### config.mk
export PLATFORM = sky130hd
export DESIGN_NAME = mux_rr_scheduler_flat
export DESIGN_NICKNAME = d
export VERILOG_FILES = /design/src/rtl/mux_sched_pkg.sv /design/src/rtl/mux_rr_scheduler_if.sv /design/src/rtl/mux_rr_scheduler_mux.sv /design/src/rtl/mux_rr_scheduler.sv /design/src/flat_wrapper.sv
export SDC_FILE = /design/constraint.sdc
export NUM_CORES = 1
export LEC_CHECK = 0
export ABC_AREA = 1
export BUFFER_PORTS_ARGS = -buffer_cell sky130_fd_sc_hd__buf_2
export CAP_MARGIN = 20
export CORE_ASPECT_RATIO = 0.7
export CORE_MARGIN = 1
export CORE_UTILIZATION = 55
export CTS_CLUSTER_SIZE = 20
export DETAILED_ROUTE_END_ITERATION = 16
export PLACE_DENSITY_LB_ADDON = 0.2
export REMOVE_ABC_BUFFERS = 1
export SLEW_MARGIN = 10
export SYNTH_ARGS = -nofsm -noshare
export SYNTH_HDL_FRONTEND = slang
export SYNTH_SLANG_ARGS = --single-unit
### constraint.sdc
create_clock -name clk -period 4.74 [get_ports clk]
set_input_delay 0.711 -clock clk [delete_from_list [all_inputs] [get_ports clk]]
set_output_delay 0.711 -clock clk [all_outputs]
set_load 0.05 [all_outputs]
### src/rtl/mux_sched_pkg.sv
// ----------------------------------------------------------------------------
// mux_sched_pkg
// Shared constants and state encoding for the round-robin mux scheduler.
//   N      : number of requesters (fixed to the 16:1 mux width)
//   SEL_W  : width of the mux select / requester index
//   state_e: scheduler FSM states (IDLE = no grant, BUSY = grant held)
// ----------------------------------------------------------------------------
package mux_sched_pkg;

    localparam int N     = 16;
    localparam int SEL_W = 4;

    typedef enum logic {
        ST_IDLE = 1'b0,
        ST_BUSY = 1'b1
    } state_e;

endpackage

### src/rtl/mux_rr_scheduler_if.sv
// ----------------------------------------------------------------------------
// mux_rr_scheduler_if
// Handshake and data bundle between the requesting channels and the scheduler.
//   req     : per-requester request, level-sensitive
//   rel     : release of the current grant by its owner
//   di      : data bits, bit k belongs to requester k
//   gnt     : one-hot grant
//   si      : binary index of the granted requester (mux select)
//   busy    : a grant is active
//   timeout : one-cycle pulse when a grant is cut off by the hold limit
//   y/y_vld : registered mux output and its valid flag
// Modports: master = requester side, slave = scheduler side.
// ----------------------------------------------------------------------------
interface mux_rr_scheduler_if;
    import mux_sched_pkg::*;

    logic [N-1:0]     req;
    logic             rel;
    logic [N-1:0]     di;
    logic [N-1:0]     gnt;
    logic [SEL_W-1:0] si;
    logic             busy;
    logic             timeout;
    logic             y;
    logic             y_vld;

    modport master (
        output req, rel, di,
        input  gnt, si, busy, timeout, y, y_vld
    );

    modport slave (
        input  req, rel, di,
        output gnt, si, busy, timeout, y, y_vld
    );

endinterface

### src/rtl/mux_rr_scheduler_mux.sv
// ----------------------------------------------------------------------------
// mux_16x1
// Plain combinational 16:1 data-flow multiplexer.
//   d_i : 16 data inputs
//   s_i : 4-bit select
//   y_o : selected bit
// ----------------------------------------------------------------------------
module mux_16x1 (
    input  logic [15:0] d_i,
    input  logic [3:0]  s_i,
    output logic        y_o
);

    assign y_o = d_i[s_i];

endmodule

### src/rtl/mux_rr_scheduler.sv
// ----------------------------------------------------------------------------
// mux_rr_scheduler
// Round-robin scheduler sharing one 16:1 mux between 16 requesters. A winner
// is picked in IDLE by rotating priority from ptr, the grant is held until
// release, request drop or MAX_HOLD cycles, and then one IDLE cycle follows.
// The mux output is registered into y with y_vld, one cycle behind si/busy.
//   clk      : clock, rising edge
//   rst      : synchronous active-high reset
//   bus      : scheduler side of mux_rr_scheduler_if (req/rel/di in,
//              gnt/si/busy/timeout/y/y_vld out)
// Parameter MAX_HOLD: maximum grant length in cycles (1..15).
// ----------------------------------------------------------------------------
module mux_rr_scheduler
    import mux_sched_pkg::*;
#(
    parameter int MAX_HOLD = 8
) (
    input  logic                clk,
    input  logic                rst,
    mux_rr_scheduler_if.slave   bus
);

    localparam logic [3:0] HOLD_LIM = 4'(MAX_HOLD);

    // Rotate req so that bit 0 is requester ptr, take the lowest set bit,
    // then add ptr back to get the absolute index (wraps mod 16).
    function automatic logic [SEL_W-1:0] rr_pick(
        input logic [N-1:0]     req,
        input logic [SEL_W-1:0] ptr
    );
        logic [2*N-1:0]   dbl;
        logic [N-1:0]     rot;
        logic [SEL_W-1:0] off;
        dbl = {req, req} >> ptr;
        rot = dbl[N-1:0];
        off = '0;
        for (int i = N - 1; i >= 0; i--) begin
            if (rot[i]) begin
                off = SEL_W'(i);
            end
        end
        return off + ptr;
    endfunction

    state_e           state_q;
    logic [SEL_W-1:0] ptr_q;
    logic [3:0]       cnt_q;
    logic [N-1:0]     gnt_q;
    logic [SEL_W-1:0] si_q;
    logic             busy_q;
    logic             timeout_q;
    logic             y_q;
    logic             y_vld_q;

    logic [SEL_W-1:0] win_idx_d;
    logic [N-1:0]     win_onehot_d;
    logic             owner_req_d;
    logic             hold_done_d;
    logic             end_d;
    logic             timeout_d;
    logic             mux_y;

    assign win_idx_d = rr_pick(bus.req, ptr_q);

    generate
        for (genvar gi = 0; gi < N; gi++) begin : g_onehot
            assign win_onehot_d[gi] = (win_idx_d == SEL_W'(gi));
        end
    endgenerate

    // End conditions seen while BUSY; release and request drop both
    // override the hold limit, so timeout only fires when neither is present.
    assign owner_req_d = bus.req[si_q];
    assign hold_done_d = (cnt_q == HOLD_LIM);
    assign end_d       = bus.rel || !owner_req_d || hold_done_d;
    assign timeout_d   = hold_done_d && !bus.rel && owner_req_d;

    mux_16x1 u_mux (
        .d_i (bus.di),
        .s_i (si_q),
        .y_o (mux_y)
    );

    always_ff @(posedge clk) begin
        if (rst) begin
            state_q   <= ST_IDLE;
            ptr_q     <= '0;
            cnt_q     <= '0;
            gnt_q     <= '0;
            si_q      <= '0;
            busy_q    <= 1'b0;
            timeout_q <= 1'b0;
            y_q       <= 1'b0;
            y_vld_q   <= 1'b0;
        end else begin
            timeout_q <= 1'b0;
            // Data path uses the grant registered on the previous edge.
            y_q       <= busy_q ? mux_y : 1'b0;
            y_vld_q   <= busy_q;
            case (state_q)
                ST_IDLE: begin
                    if (|bus.req) begin
                        state_q <= ST_BUSY;
                        gnt_q   <= win_onehot_d;
                        si_q    <= win_idx_d;
                        busy_q  <= 1'b1;
                        cnt_q   <= 4'd1;
                    end
                end
                ST_BUSY: begin
                    if (end_d) begin
                        state_q   <= ST_IDLE;
                        gnt_q     <= '0;
                        busy_q    <= 1'b0;
                        ptr_q     <= si_q + 4'd1;
                        timeout_q <= timeout_d;
                    end else begin
                        cnt_q <= cnt_q + 4'd1;
                    end
                end
                default: begin
                    state_q <= ST_IDLE;
                    gnt_q   <= '0;
                    busy_q  <= 1'b0;
                end
            endcase
        end
    end

    assign bus.gnt     = gnt_q;
    assign bus.si      = si_q;
    assign bus.busy    = busy_q;
    assign bus.timeout = timeout_q;
    assign bus.y       = y_q;
    assign bus.y_vld   = y_vld_q;

endmodule

### src/flat_wrapper.sv
// flat-port wrapper written by rule: the top's interface ports become plain ports
module mux_rr_scheduler_flat import mux_sched_pkg::*;
#(
    parameter int MAX_HOLD = 8
)
  (clk, rst, bus_req, bus_rel, bus_di, bus_gnt, bus_si, bus_busy, bus_timeout, bus_y, bus_y_vld);
  mux_rr_scheduler_if bus_i ();
  input  logic clk;
  input  logic rst;
  input wire logic [$bits(bus_i.req)-1:0] bus_req;
  input wire logic [$bits(bus_i.rel)-1:0] bus_rel;
  input wire logic [$bits(bus_i.di)-1:0] bus_di;
  output wire logic [$bits(bus_i.gnt)-1:0] bus_gnt;
  output wire logic [$bits(bus_i.si)-1:0] bus_si;
  output wire logic [$bits(bus_i.busy)-1:0] bus_busy;
  output wire logic [$bits(bus_i.timeout)-1:0] bus_timeout;
  output wire logic [$bits(bus_i.y)-1:0] bus_y;
  output wire logic [$bits(bus_i.y_vld)-1:0] bus_y_vld;
  assign bus_i.req = bus_req;
  assign bus_i.rel = bus_rel;
  assign bus_i.di = bus_di;
  assign bus_gnt = bus_i.gnt;
  assign bus_si = bus_i.si;
  assign bus_busy = bus_i.busy;
  assign bus_timeout = bus_i.timeout;
  assign bus_y = bus_i.y;
  assign bus_y_vld = bus_i.y_vld;
  mux_rr_scheduler #(.MAX_HOLD(MAX_HOLD)) u_core (.clk(clk), .rst(rst), .bus(bus_i));
endmodule
=== Yosys cells after proc, flatten, opt, wreduce, memory -nomap -nowiden ===
Cells that the tools add are included.

* Register bits after elaboration: 33
* Output and inout port bits: 24
* Logic and storage cells: 82

* Add/sub/neg operators: 3
* $lt $le $gt $ge: 1
* Eq/ne operators: 19
* Shift operators: 1
* Mux-type cells: 32
* Bitwise operators: 3
* Reductions and logical operators: 14

{| class="wikitable"
|+ Operator list
! operator !! count
|-
| two-way mux 4 bit || 18
|-
| == test 4 bit, second input constant || 9
|-
| two-way mux 16 bit || 2
|-
| one-hot mux 16 bit (2 select lines) || 1
|-
| >> shifter 32 x 4 -> 16 bit || 1
|-
| == test 4 x 3 -> 1 bit, second input constant || 4
|-
| OR reduction 16 bit || 1
|-
| adder 4 x 1 -> 4 bit, second input constant || 2
|-
| binary-select mux 1 bit (select 4 bit) || 2
|-
| == test 4 x 2 -> 1 bit, second input constant || 2
|-
| one-hot mux 4 bit (2 select lines) || 1
|-
| AND reduction 2 bit || 4
|-
| two-way mux 1 bit || 6
|-
| less-than comparator 4 x 5 -> 1 bit, second input constant || 1
|-
| adder 4 bit || 1
|-
| == test 4 x 1 -> 1 bit, second input constant || 1
|-
| zero test 4 bit || 1
|-
| != test 2 bit, second input constant || 2
|-
| one-hot mux 1 bit (2 select lines) || 2
|-
| NOT 1 bit || 3
|-
| OR reduction 3 bit || 1
|-
| logical AND 1 bit || 2
|-
| zero test 1 bit || 2
|-
| logical OR 1 bit || 2
|-
| other kinds (2) || 2
|}

=== Logic depth before layout (Yosys ltp) ===
* Depth in word-level cells: 21
* Depth in mapped cells: 31

=== Hierarchy ===
Synthesis repeated with hierarchy kept, for this count alone.

* Cells, all modules: 458
* Area total of the unflattened synthesis: 2,785.2 um^2

{| class="wikitable"
|+ By module, submodules not included
! module !! instances !! cells each !! area an instance (um^2)
|-
| mux_rr_scheduler || 1 || 408 || 2,555.0
|-
| mux_16x1 || 1 || 50 || 230.2
|}

=== Least setup slack after synthesis ===
No wires, ideal clock.

* Path type: input to register
* Start point: in bus_req[13]
* End point: reg u_core.gnt_q[12], in the netlist u_core.bus.gnt[12]
* Library setup time: 0.132 ns
* Data arrival time: 3.251 ns
* Setup slack: 1.357 ns
* Stages: 24
* Path buffers: 0
* Cell sequence: nand2_1 nand3_1 nand3_1 o21ai_1 o21ai_1 nand2_1 nand2_1 nand2_1 nand2_1 nand2_1 nand2_1 nand2_1 nand2_1 nand2_1 nand2_1 nand2_1 a21oi_1 ha_1 inv_1 fa_1 xor2_1 inv_1 nand4_1 a21oi_1

* Longest elaborated chain between the ends: 21
* Elaborated cells between the ends (all ways): 30
* Classes of those cells: add/sub: 1; eq/ne: 3; shift: 1; mux: 20; reduce/logical: 5

{| class="wikitable"
|+ RTL lines
! what !! RTL line !! RTL
|-
| start, declared || flat_wrapper.sv:10 || <nowiki>input wire logic [$bits(bus_i.req)-1:0] bus_req;</nowiki>
|-
| >> shifter 32 x 4 -> 16 bit || mux_rr_scheduler.sv:34 || <nowiki>dbl = {req, req} >> ptr;</nowiki>
|-
| two-way mux 4 bit (16 in a row) || mux_rr_scheduler.sv:38 || <nowiki>if (rot[i]) begin</nowiki>
|-
| adder 4 bit || mux_rr_scheduler.sv:42 || <nowiki>return off + ptr;</nowiki>
|-
| == test 4 bit || mux_rr_scheduler.sv:67 || <nowiki>assign win_onehot_d[gi] = (win_idx_d == SEL_W'(gi));</nowiki>
|-
| two-way mux 16 bit || mux_rr_scheduler.sv:102 || <nowiki>if (|bus.req) begin</nowiki>
|-
| one-hot mux 16 bit (2 select lines) || mux_rr_scheduler.sv:100 || <nowiki>case (state_q)</nowiki>
|-
| end signal, assigned || mux_rr_scheduler.sv:104 || <nowiki>gnt_q <= win_onehot_d;</nowiki>
|-
| end, declared || mux_rr_scheduler.sv:48 || <nowiki>logic [N-1:0] gnt_q;</nowiki>
|}

Several ways; a longest one is shown, not always the timed one. The select of a mux whose other input is x is not followed.
A chain may end at the register's enable or synchronous reset.

=== Worst setup path in the final report ===
* Start point: reg u_core.ptr_q[1]
* End point: reg u_core.gnt_q[0], in the netlist u_core.bus.gnt[0]

* Longest elaborated chain between the ends: 21

{| class="wikitable"
|+ RTL lines
! what !! RTL line !! RTL
|-
| start, declared || mux_rr_scheduler.sv:46 || <nowiki>logic [SEL_W-1:0] ptr_q;</nowiki>
|-
| start signal, assigned || mux_rr_scheduler.sv:115 || <nowiki>ptr_q <= si_q + 4'd1;</nowiki>
|-
| >> shifter 32 x 4 -> 16 bit || mux_rr_scheduler.sv:34 ||
|-
| two-way mux 4 bit (16 in a row) || mux_rr_scheduler.sv:38 ||
|-
| adder 4 bit * || mux_rr_scheduler.sv:42 ||
|-
| zero test 4 bit * || mux_rr_scheduler.sv:67 ||
|-
| two-way mux 16 bit * || mux_rr_scheduler.sv:102 ||
|-
| one-hot mux 16 bit (2 select lines) * || mux_rr_scheduler.sv:100 ||
|}

Every way passes the cells marked *; elsewhere a longest branch is shown, timed or not. The select of a mux whose other input is x is not followed.

==> flow_metrics.env <==
export IMPL_status="completed"
export IMPL_cts_max_level=2
export IMPL_worstSkewPairLatency_ps=300
export IMPL_cpMostUsedCell="nand2_1"
export IMPL_max_cap_viol_count=0
export IMPL_r2r_slack_ps=740
export IMPL_r2r_start="u_core.ptr_q[1]"
export IMPL_post_cts_setup_buffers=0
export IMPL_cp_arrival_ps=4230
export IMPL_drt_total_wl_mm=7.83
export IMPL_fin_util_pct=64.8
export IMPL_min_period_over_period_pct=84.4
export IMPL_drt_iter0_drc=261
export IMPL_start_kind="flip-flop"
export IMPL_ys_seq_area_share_pct=23.8
export IMPL_vias_per_cell=5.78
export IMPL_post_dp_cell_area_sq_mm=0.00303
export IMPL_path_class="reg2reg"
export IMPL_switching_share_pct=57.3
export IMPL_antenna_found_initial=0
export IMPL_whs_ps=459
export IMPL_internal_power_mw=0.813
export IMPL_post_cts_resized=0
export IMPL_timing_setup_tns_ps=0
export IMPL_r2r_end="u_core.bus.gnt[0]"
export IMPL_setup_viol_count_final=0
export IMPL_p_switching_mw=1.09
export IMPL_worstSetupEndpointType="flip-flop"
export IMPL_start_util_pct=57.6
export IMPL_critPathLaunch="u_core.ptr_q[1]"
export IMPL_p_leak_nw=1.47
export IMPL_total_power_mw=1.90
export IMPL_die_width_microns=86.8
export IMPL_final_cell_count_no_fill=554
export IMPL_relSlewSlack_pct=54.5
export IMPL_drive_above_1_share_pct=20.8
export IMPL_syn_avg_cell_area_sq_um=6.35
export IMPL_cp_max_fo=18
export IMPL_layout_setup_ws_ps=740
export IMPL_worstMarginPinSlew_ps=681
export IMPL_dpl_cell_count=546
export IMPL_place_gp_congestion=0.967
export IMPL_boundaryPins=59
export IMPL_hold_viol=0
export IMPL_cts_tree="yes"
export IMPL_routedWlPerCell_microns=14.1
export IMPL_rows=21
export IMPL_io_buffers=58
export IMPL_clkPwrFrac_pct=11.2
export IMPL_synth_cells=436
export IMPL_ys_ff_latch=33
export IMPL_cpPeakStageDelay_ps=760
export IMPL_rsz0062_at_grt="false"
export IMPL_cts_path_max_buffers=2
export IMPL_drc=0
export IMPL_yosysUniqueCellTypes=35
export IMPL_fp_coreArea_sq_mm=0.00481
export IMPL_ant_nets=0
export IMPL_die_y_microns=61.4
export IMPL_slew_violations=0
export IMPL_dieArea_sq_mm=0.00533
export IMPL_nets=526
export IMPL_overflow=0
export IMPL_min_path_type="reg2reg"
export IMPL_hpwlAfterDp_mm=5.85
export IMPL_power_frac_seq_pct=22.5
export IMPL_combinationalPowerShare_pct=66.2
export IMPL_final_cell_area_sq_mm=0.00312
export IMPL_required_ps=4970
export IMPL_power_density_mw_per_mm2=611
export IMPL_yosysWarnings=0
export IMPL_endpoint="u_core.bus.gnt[0]"
export IMPL_rr_worst_depth=25
export IMPL_post_place_ws_ps=835
export IMPL_clockRootBuffer="clkbuf_8"
export IMPL_grt_use_total_pct=31.0
export IMPL_slowest_stage="dfxtp_1"
export IMPL_routed_via_count=3204
export IMPL_fmax_ghz=0.250
export IMPL_grt_pass1_wl_mm=12.7
export IMPL_syn2layout_area_growth_pct=12.5
export IMPL_cts_hold_fix_buffers=0
export IMPL_clock_skew_ps=10.5
export IMPL_irDropWorstVdd_v=0.000377
export IMPL_layout_min_cycle_time_ps=4000
export IMPL_path_clk_slew_ps=70
export IMPL_fillers=446
export IMPL_grt_pass1_vias=2691
export IMPL_drt_pass1_iterations=5
export IMPL_numCtsBuffers=5
export IMPL_grt_max_degree=23
export IMPL_synth_area_sq_mm=0.00277
export IMPL_cts_sinks=33
export IMPL_diodes=0
per-layer routing:
layer	GRT usage (%)	share of wire, %	up-vias
met4	4.52	0.52	0
met2	46.3	42	171
li1	-	-	1590
met1	44.4	48	1437
met5	0	0	-
met3	10.3	10	6
sequential cells by signal (all words and copies together), names as in the netlist:
signal	count
u_core.bus.busy	1
u_core.bus.si	4
u_core.bus.timeout	1
u_core.cnt_q	4
u_core.state_q	1
u_core.bus.y	1
u_core.ptr_q	4
u_core.bus.gnt	16
u_core.bus.y_vld	1
critical path: cells and delay by family, from the launching register on:
kind | cells | cell delay (ps)
adders and majority gates | 2 | 710
DFF | 1 | 760
and+or+nand+nor | 17 | 1670
AOI/OAI and AO/OA | 3 | 470
buffers and inverters | 3 | 320
synth_stat cells, drive strengths merged:
cell type | n | share of area, %
a21oi | 29 | 5.2
a31oi | 1 | 0.23
and2 | 1 | 0.23
and3 | 1 | 0.23
buf | 16 | 4.7
clkbuf | 5 | 0.68
dfxtp | 33 | 24
fa | 1 | 0.72
ha | 6 | 2.7
inv | 36 | 5.1
nand2 | 116 | 18
nand3 | 76 | 15
nand4 | 17 | 3.8
nor2 | 31 | 5.6
nor3 | 4 | 0.72
nor4 | 5 | 1.1
o211ai | 3 | 0.81
o21a | 1 | 0.27
o21ai | 39 | 7.0
o221ai | 5 | 1.6
o22ai | 6 | 1.4
xor2 | 4 | 1.3
layout make-up:
class,instances,area (sq um),share of cell area (%)
multi-input combinational,346,1820,58.4
sequential,33,661,21.2
timing repair buffer,62,320,10.3
inverter,36,143,4.58
tap,69,86.3,2.77
clock buffer,5,68.8,2.21
clock inverter,3,17.5,0.562
cell usage in the layout (no fill, tap or decap), drive strengths merged:
cell	count
nand2	116
inv	36
dfxtp	33
nor4	5
a21oi	29
nand3	76
nor2	31
o221ai	5
o21ai	39
xor2	4
clkbuf	5
a31oi	1
and2	1
clkinv	2
and3	1
fa	1
nor3	4
nand4	17
buf	62
clkinvlp	1
ha	6
o211ai	3
o21a	1
o22ai	6
worst min path at each step:
stage	end	from	slack (ps)	cells after the start
after CTS	u_core.bus.gnt[1]	u_core.bus.gnt[1]	460	2
after detailed placement	u_core.bus.gnt[1]	u_core.bus.gnt[1]	450	2
after global placement	u_core.bus.gnt[5]	u_core.bus.gnt[5]	450	2
after global routing	u_core.bus.gnt[3]	u_core.bus.gnt[3]	480	2
after floorplan	u_core.cnt_q[1]	u_core.cnt_q[1]	450	2
final	u_core.bus.gnt[1]	u_core.bus.gnt[1]	460	2
kinds of logic (layout without fill, tap and decap cells):
logic type	Yosys count	count (layout)	synth area share [%]
compound gates	84	84	16.5
xor+xnor	4	4	1.26
fa+ha+maj	7	7	3.43
buf+inv	57	106	10.5
flops	33	33	23.8
simple gates	251	251	44.4
power groups by stage:
stage          Combinational (mW)  Clock [mW]  Sequential (mW)
3_5_place_dp                 1.23           0            0.432
5_1_grt                      1.41       0.223            0.441
3_3_place_gp                 1.22           0            0.431
4_1_cts                      1.24       0.212            0.427
6_report                     1.26       0.214            0.430
2_1_floorplan               0.784           0            0.568
Note: power is estimated with default switching activity, not from simulation.
